<file path="config.mk">
export PLATFORM = sky130hd
export DESIGN_NAME = fib_seq_engine
export DESIGN_NICKNAME = d
export VERILOG_FILES = /design/src/rtl/fib_pkg.sv /design/src/rtl/edge_pulse.sv /design/src/rtl/fib_seq_engine.sv
export SDC_FILE = /design/constraint.sdc
export NUM_CORES = 1
export LEC_CHECK = 0
export ABC_AREA = 1
export BUFFER_PORTS_ARGS = -buffer_cell sky130_fd_sc_hd__buf_2
export CELL_PAD_IN_SITES_DETAIL_PLACEMENT = 0
export CELL_PAD_IN_SITES_GLOBAL_PLACEMENT = 2
export CORE_MARGIN = 2
export CORE_UTILIZATION = 37
export CTS_BUF_LIST = sky130_fd_sc_hd__clkbuf_4
export DETAILED_ROUTE_END_ITERATION = 7
export PLACE_DENSITY_LB_ADDON = 0.1
export SYNTH_ARGS = -nofsm -noshare
export SYNTH_HDL_FRONTEND = slang
export SYNTH_SLANG_ARGS = --single-unit
export TNS_END_PERCENT = 50
</file>
<file path="constraint.sdc">
create_clock -name clk -period 11.2 [get_ports clk]
set_input_delay 1.12 -clock clk [delete_from_list [all_inputs] [get_ports clk]]
set_output_delay 1.12 -clock clk [all_outputs]
set_load 0.02 [all_outputs]
</file>
<file path="src/rtl/fib_pkg.sv">
// Shared definitions for the Fibonacci sequence engine.
//   - State encodings for the controller FSM.
//   - clog2_safe: counter width helper that never returns 0 bits.
package fib_pkg;

  localparam logic [1:0] ST_IDLE = 2'b00;
  localparam logic [1:0] ST_OP   = 2'b01;
  localparam logic [1:0] ST_DONE = 2'b10;

  typedef enum logic [1:0] {
    S_IDLE = ST_IDLE,
    S_OP   = ST_OP,
    S_DONE = ST_DONE
  } state_t;

  // Width needed to hold values 0..value-1; a 1-bit counter is the minimum.
  function automatic int clog2_safe(input longint unsigned value);
    if (value <= 64'd2) begin
      return 32'sd1;
    end else begin
      return $clog2(value);
    end
  endfunction

endpackage

</file>
<file path="src/rtl/edge_pulse.sv">
// Synchronous rising-edge detector.
//   clk    in  system clock
//   reset  in  asynchronous active-high reset
//   d      in  level input, already synchronous to clk
//   pulse  out registered one-cycle pulse for every 0->1 transition of d
module edge_pulse (
  input  logic clk,
  input  logic reset,
  input  logic d,
  output logic pulse
);

  logic d_q_r;
  logic pulse_r;

  // Remember last level of d and flag a low-to-high change.
  always_ff @(posedge clk or posedge reset) begin
    if (reset) begin
      d_q_r   <= 1'b0;
      pulse_r <= 1'b0;
    end else begin
      d_q_r   <= d;
      pulse_r <= d & ~d_q_r;
    end
  end

  assign pulse = pulse_r;

endmodule

</file>
<file path="src/rtl/fib_seq_engine.sv">
// Parametrised Fibonacci FSMD feeding an 8-bit LED bank.
//   Holds the pair (t0,t1) = (F(k-1),F(k)); commands compute F(i) from scratch
//   (start), advance by i terms (skip) or advance by one term (next). A WIDTH
//   overflow stops the walk early and is flagged. The result is held in DONE
//   for HOLD_CYCLES cycles. A byte window over the result drives the LEDs.
// Ports:
//   clk, reset            clock, asynchronous active-high reset
//   start, skip, next     level commands, accepted only in IDLE
//   i                     index / term count sampled on command accept
//   byte_step             level; each rising edge moves the LED window down
//   ready, busy           IDLE indicator / OP-or-DONE indicator
//   done_tick             one-cycle pulse on DONE entry
//   overflow              last command ran into WIDTH overflow
//   result                current term t1
//   byte_idx, led         selected byte and its registered value
module fib_seq_engine
  import fib_pkg::*;
#(
  parameter int WIDTH       = 64,
  parameter int N_W         = 8,
  parameter int HOLD_CYCLES = 100_000_000
) (
  input  logic                         clk,
  input  logic                         reset,
  input  logic                         start,
  input  logic                         skip,
  input  logic                         next,
  input  logic [N_W-1:0]               i,
  input  logic                         byte_step,
  output logic                         ready,
  output logic                         busy,
  output logic                         done_tick,
  output logic                         overflow,
  output logic [WIDTH-1:0]             result,
  output logic [$clog2(WIDTH/8)-1:0]   byte_idx,
  output logic [7:0]                   led
);

  localparam int NB = WIDTH / 8;
  localparam int BW = $clog2(NB);
  localparam int HW = clog2_safe(longint'(HOLD_CYCLES) + 64'sd1);
  localparam logic [BW-1:0] IDX_MAX   = BW'(NB - 1);
  localparam logic [HW-1:0] HOLD_LAST = HW'(HOLD_CYCLES - 1);

  state_t           state_r, state_s;
  logic [WIDTH-1:0] t0_r, t0_s;
  logic [WIDTH-1:0] t1_r, t1_s;
  logic [N_W-1:0]   n_r, n_s;
  logic [HW-1:0]    hold_r, hold_s;
  logic             ovf_r, ovf_s;
  logic             tick_r, tick_s;
  logic [WIDTH:0]   sum_s;
  logic [BW-1:0]    byte_idx_r;
  logic [7:0]       led_r;
  logic             step_pulse_s;

  // Next-state and datapath decisions for the controller.
  always_comb begin
    state_s = state_r;
    t0_s    = t0_r;
    t1_s    = t1_r;
    n_s     = n_r;
    hold_s  = hold_r;
    ovf_s   = ovf_r;
    tick_s  = 1'b0;
    sum_s   = {1'b0, t0_r} + {1'b0, t1_r};
    case (state_r)
      S_IDLE: begin
        if (start) begin
          t0_s    = WIDTH'(1);
          t1_s    = {WIDTH{1'b0}};
          n_s     = i;
          ovf_s   = 1'b0;
          state_s = S_OP;
        end else if (skip) begin
          n_s     = i;
          ovf_s   = 1'b0;
          state_s = S_OP;
        end else if (next) begin
          n_s     = N_W'(1);
          ovf_s   = 1'b0;
          state_s = S_OP;
        end else begin
          state_s = S_IDLE;
        end
      end
      S_OP: begin
        if (n_r == {N_W{1'b0}}) begin
          state_s = S_DONE;
          hold_s  = {HW{1'b0}};
          tick_s  = 1'b1;
        end else if (sum_s[WIDTH]) begin
          // Next term does not fit: keep the last valid pair and stop.
          ovf_s   = 1'b1;
          state_s = S_DONE;
          hold_s  = {HW{1'b0}};
          tick_s  = 1'b1;
        end else begin
          t0_s = t1_r;
          t1_s = sum_s[WIDTH-1:0];
          n_s  = n_r - N_W'(1);
        end
      end
      S_DONE: begin
        if (hold_r == HOLD_LAST) begin
          state_s = S_IDLE;
          hold_s  = {HW{1'b0}};
        end else begin
          hold_s = hold_r + HW'(1);
        end
      end
      default: begin
        state_s = S_IDLE;
      end
    endcase
  end

  // Controller state and term pair registers.
  always_ff @(posedge clk or posedge reset) begin
    if (reset) begin
      state_r <= S_IDLE;
      t0_r    <= WIDTH'(1);
      t1_r    <= {WIDTH{1'b0}};
      n_r     <= {N_W{1'b0}};
      hold_r  <= {HW{1'b0}};
      ovf_r   <= 1'b0;
      tick_r  <= 1'b0;
    end else begin
      state_r <= state_s;
      t0_r    <= t0_s;
      t1_r    <= t1_s;
      n_r     <= n_s;
      hold_r  <= hold_s;
      ovf_r   <= ovf_s;
      tick_r  <= tick_s;
    end
  end

  edge_pulse u_step_edge (
    .clk   (clk),
    .reset (reset),
    .d     (byte_step),
    .pulse (step_pulse_s)
  );

  // LED window: walks from MS byte towards LS byte, wrapping around.
  always_ff @(posedge clk or posedge reset) begin
    if (reset) begin
      byte_idx_r <= IDX_MAX;
    end else if (step_pulse_s) begin
      if (byte_idx_r == {BW{1'b0}}) begin
        byte_idx_r <= IDX_MAX;
      end else begin
        byte_idx_r <= byte_idx_r - BW'(1);
      end
    end else begin
      byte_idx_r <= byte_idx_r;
    end
  end

  // LED byte follows the selected result byte one cycle later.
  always_ff @(posedge clk or posedge reset) begin
    if (reset) begin
      led_r <= 8'h00;
    end else begin
      led_r <= t1_r[{byte_idx_r, 3'b000} +: 8];
    end
  end

  assign ready     = (state_r == S_IDLE);
  assign busy      = (state_r != S_IDLE);
  assign done_tick = tick_r;
  assign overflow  = ovf_r;
  assign result    = t1_r;
  assign byte_idx  = byte_idx_r;
  assign led       = led_r;

endmodule

</file>
==> run metrics <==
status=finished clean; drc violations=0; placed cells=2917; Syn Area/Cell=6.06 µm²; Req. time, crit path=11.91 ns; final WL=51.6 mm; Unique masters post-synth=45; CP Cell Sequence=nor2_4 > buf_4 > buf_4 > nand2_1 > nand3_4 > buf_4 > nand2_1 > nand2_1; Die ar.=40300 µm²; Worst VDD drop=0.126 mV; Worst Tran Pin Value=0.887 ns; worst hold path class=input port to asynchronous set/reset pin; top_reg_cell synth=dfrtp_1; PD cells=152 nW/µm²; CP endpoint kind=flip-flop; Seq/Total Area, Yosys=31.5%; Clk pin slew, worst setup/hold paths=0.16 ns; total congestion overflow=0; DPL Wire Length=39.6 mm; LEAKAGE=9.23 nW; Final Cell Area=15400 µm²; fin crit share=39.9%; CTS Root Cell=clkbuf_4; first-pass GRT wire length=81.2 mm; TNS Setup=0 ns; Clock Tree Buf Depth=2; Final min period=4.46 ns; Synth Instances=2365; DR iter-0 viols=1015; via count=14558; Worst Setup Path Type=flip-flop to flip-flop; # rows=72; Worst-Skew Late Latency=0.80 ns; critical path arrival=5.17 ns; Fillers=4371; wire length per cell=17.5 µm; Placement Cell Area=15200 µm²; RSZ-0062 raised after global routing=no; Yosys warnings=0; die height=201 µm; Fin Clk Skew=0.0379 ns; Yosys reg bits=180; CTS HTree Levels=4; count of non-filler cells in the finished layout=2952; count of final max-slew check failures=0; final count of hold timing violations=0; Worst path slowest cell=nand3_4; nets=2502; Boundary Pins=93; IO buf count=92; RePlAce Congestion=0.926; largest net degree at the start of global routing=71; total power=2.35 mW; initial core utilization=37.2%; Post-Syn Area=14300 µm²; final core utilization=40.1%; cts bufs inserted=17; MaxCap Viol Count=0; share of cells above drive strength 1=7.03%; vias in the first global route=13966; via density per instance=4.93; gr usage total=26.2%; post-CTS sizing=0; total core area=38500 µm²; Die X=201 µm; slowest cell delay on critical path=0.72 ns; CTS tree=done; remaining antenna violation count=0; drt first pass iters=5; fmax=0.224 GHz; Rel. slew slack=40.9%; Post-CTS Setup Inserts=0; critical-path maximum fanout=70; initial antenna violation count=2; Syn Nets=2449; P&R area growth vs syn=7.80%; clock sinks=180; startpoint types=flip-flop; Final setup viols=0; asr flop ratio synth=100%; R2R cell count=8; number of synthesized flops with an enable pin=0; CTS Hold Bufs=0
[cell type report]
class                   instances  area, µm²  area share (%)
multi-input cells            1778       8200            53.1
clock inverters                15        131           0.851
flip-flops and latches        180       4510            29.2
diodes                          3       7.51          0.0486
well taps                     518        648            4.20
repair buffers                103        543            3.52
clock buffers                  17        128           0.827
inverters                     338       1270            8.25
[stage by stage]
step	setup WS [ns]	hold WS, ns
after CTS	6.90	0.296
final	6.74	0.365
after detailed placement	6.92	0.391
after floorplan	5.20	0.376
after global routing	6.53	0.305
after global placement	7.00	0.388
[registers in the layout, summed over array words and instances, names as in the netlist]
| signal | count |
|---|---|
| byte_idx | 3 |
| done_tick | 1 |
| hold_r | 27 |
| led | 8 |
| n_r | 8 |
| overflow | 1 |
| result | 64 |
| state_r | 2 |
| t0_r | 64 |
| u_step_edge.d_q_r | 1 |
| u_step_edge.pulse | 1 |
[layout by cell type, fill, tap and decap left out, types with 2 or more instances in the layout]
master / count
clkinv_4: 3
nand3_1: 64
and3_1: 3
or2_2: 4
ha_1: 69
xnor2_1: 6
clkbuf_4: 17
nand2_4: 2
o21bai_1: 5
a31oi_1: 11
nand3_2: 3
buf_2: 92
a21oi_1: 74
and2_1: 2
nor3_2: 2
nor2_2: 2
o21ai_1: 12
o21ai_0: 82
buf_4: 11
dfstp_2: 4
clkinvlp_4: 3
nand2_1: 1016
nand4_1: 91
a21boi_0: 3
diode_2: 3
inv_6: 5
nor2_4: 5
dfrtp_1: 176
inv_2: 2
o211ai_1: 6
nand3b_1: 4
nor2_1: 254
xor2_1: 5
clkinv_1: 4
nand2_2: 10
inv_1: 333
nor3_1: 20
nor4_1: 6
o22ai_1: 9
clkinv_2: 2
[worst paths after layout]
kind,end,slack [ns],from
worst min-delay path,n_r[6]$_DFFE_PP0P_,0.36,reset
worst max-delay path,t0_r[32]$_DFFE_PP0P_,6.74,state_r[1]$_DFFE_PP0P_
worst min register to register,u_step_edge.pulse$_DFF_PP0_,0.41,u_step_edge.d_q_r$_DFF_PP0_
worst max register to register,t0_r[32]$_DFFE_PP0P_,6.74,state_r[1]$_DFFE_PP0P_
max in group asynchronous,t0_r[56]$_DFFE_PP0P_,9.53,reset
min in group clk,u_step_edge.pulse$_DFF_PP0_,0.41,u_step_edge.d_q_r$_DFF_PP0_
[power breakdown]
part | switching [mW] | internal, mW | total [mW] | leakage [nW]
Sequential | 0.106 | 0.745 | 0.851 | 2.43
Combinational | 0.819 | 0.304 | 1.12 | 6.66
Clock | 0.269 | 0.111 | 0.380 | 0.134
Total | 1.19 | 1.16 | 2.35 | 9.23
[critical path: cells and delay by family (launching register included)]
| kind | cells | cell delay, ns |
|---|---|---|
| buffers and inverters | 3 | 1.91 |
| and+or+nand+nor | 5 | 1.61 |
| DFF | 1 | 0.45 |
[cell families (layout without fill, tap and decap cells)]
group,after synthesis,in the layout,synth area share (%)
compound gates,206,206,7.71
xor+xnor,11,11,0.673
fa+ha+maj,70,70,6.17
buf+inv,407,473,11.4
flops,180,180,31.5
other cells,0,3,0
simple gates,1491,1491,42.5
[Yosys cell counts, types with 11 or more instances]
library cell / instances / area (µm²)
nand2_1: 1018 / 3820
inv_1: 334 / 1250
nor2_1: 254 / 953
dfrtp_1: 176 / 4400
nand4_1: 91 / 569
o21ai_0: 82 / 410
a21oi_1: 74 / 370
ha_1: 69 / 863
nand3_1: 64 / 320
clkbuf_1: 39 / 146
nor3_1: 20 / 100
buf_2: 14 / 70.1
o21ai_1: 12 / 60.1
a31oi_1: 11 / 68.8
[per-layer routing]
layer	share of wire [%]	global-route usage, %	vias up
met4	2.1	7.86	0
met2	44	40.5	300
li1	-	-	7490
met3	5.4	5.96	52
met5	0	0	-
met1	49	36.6	6716
(Power assumes the default switching activity.)
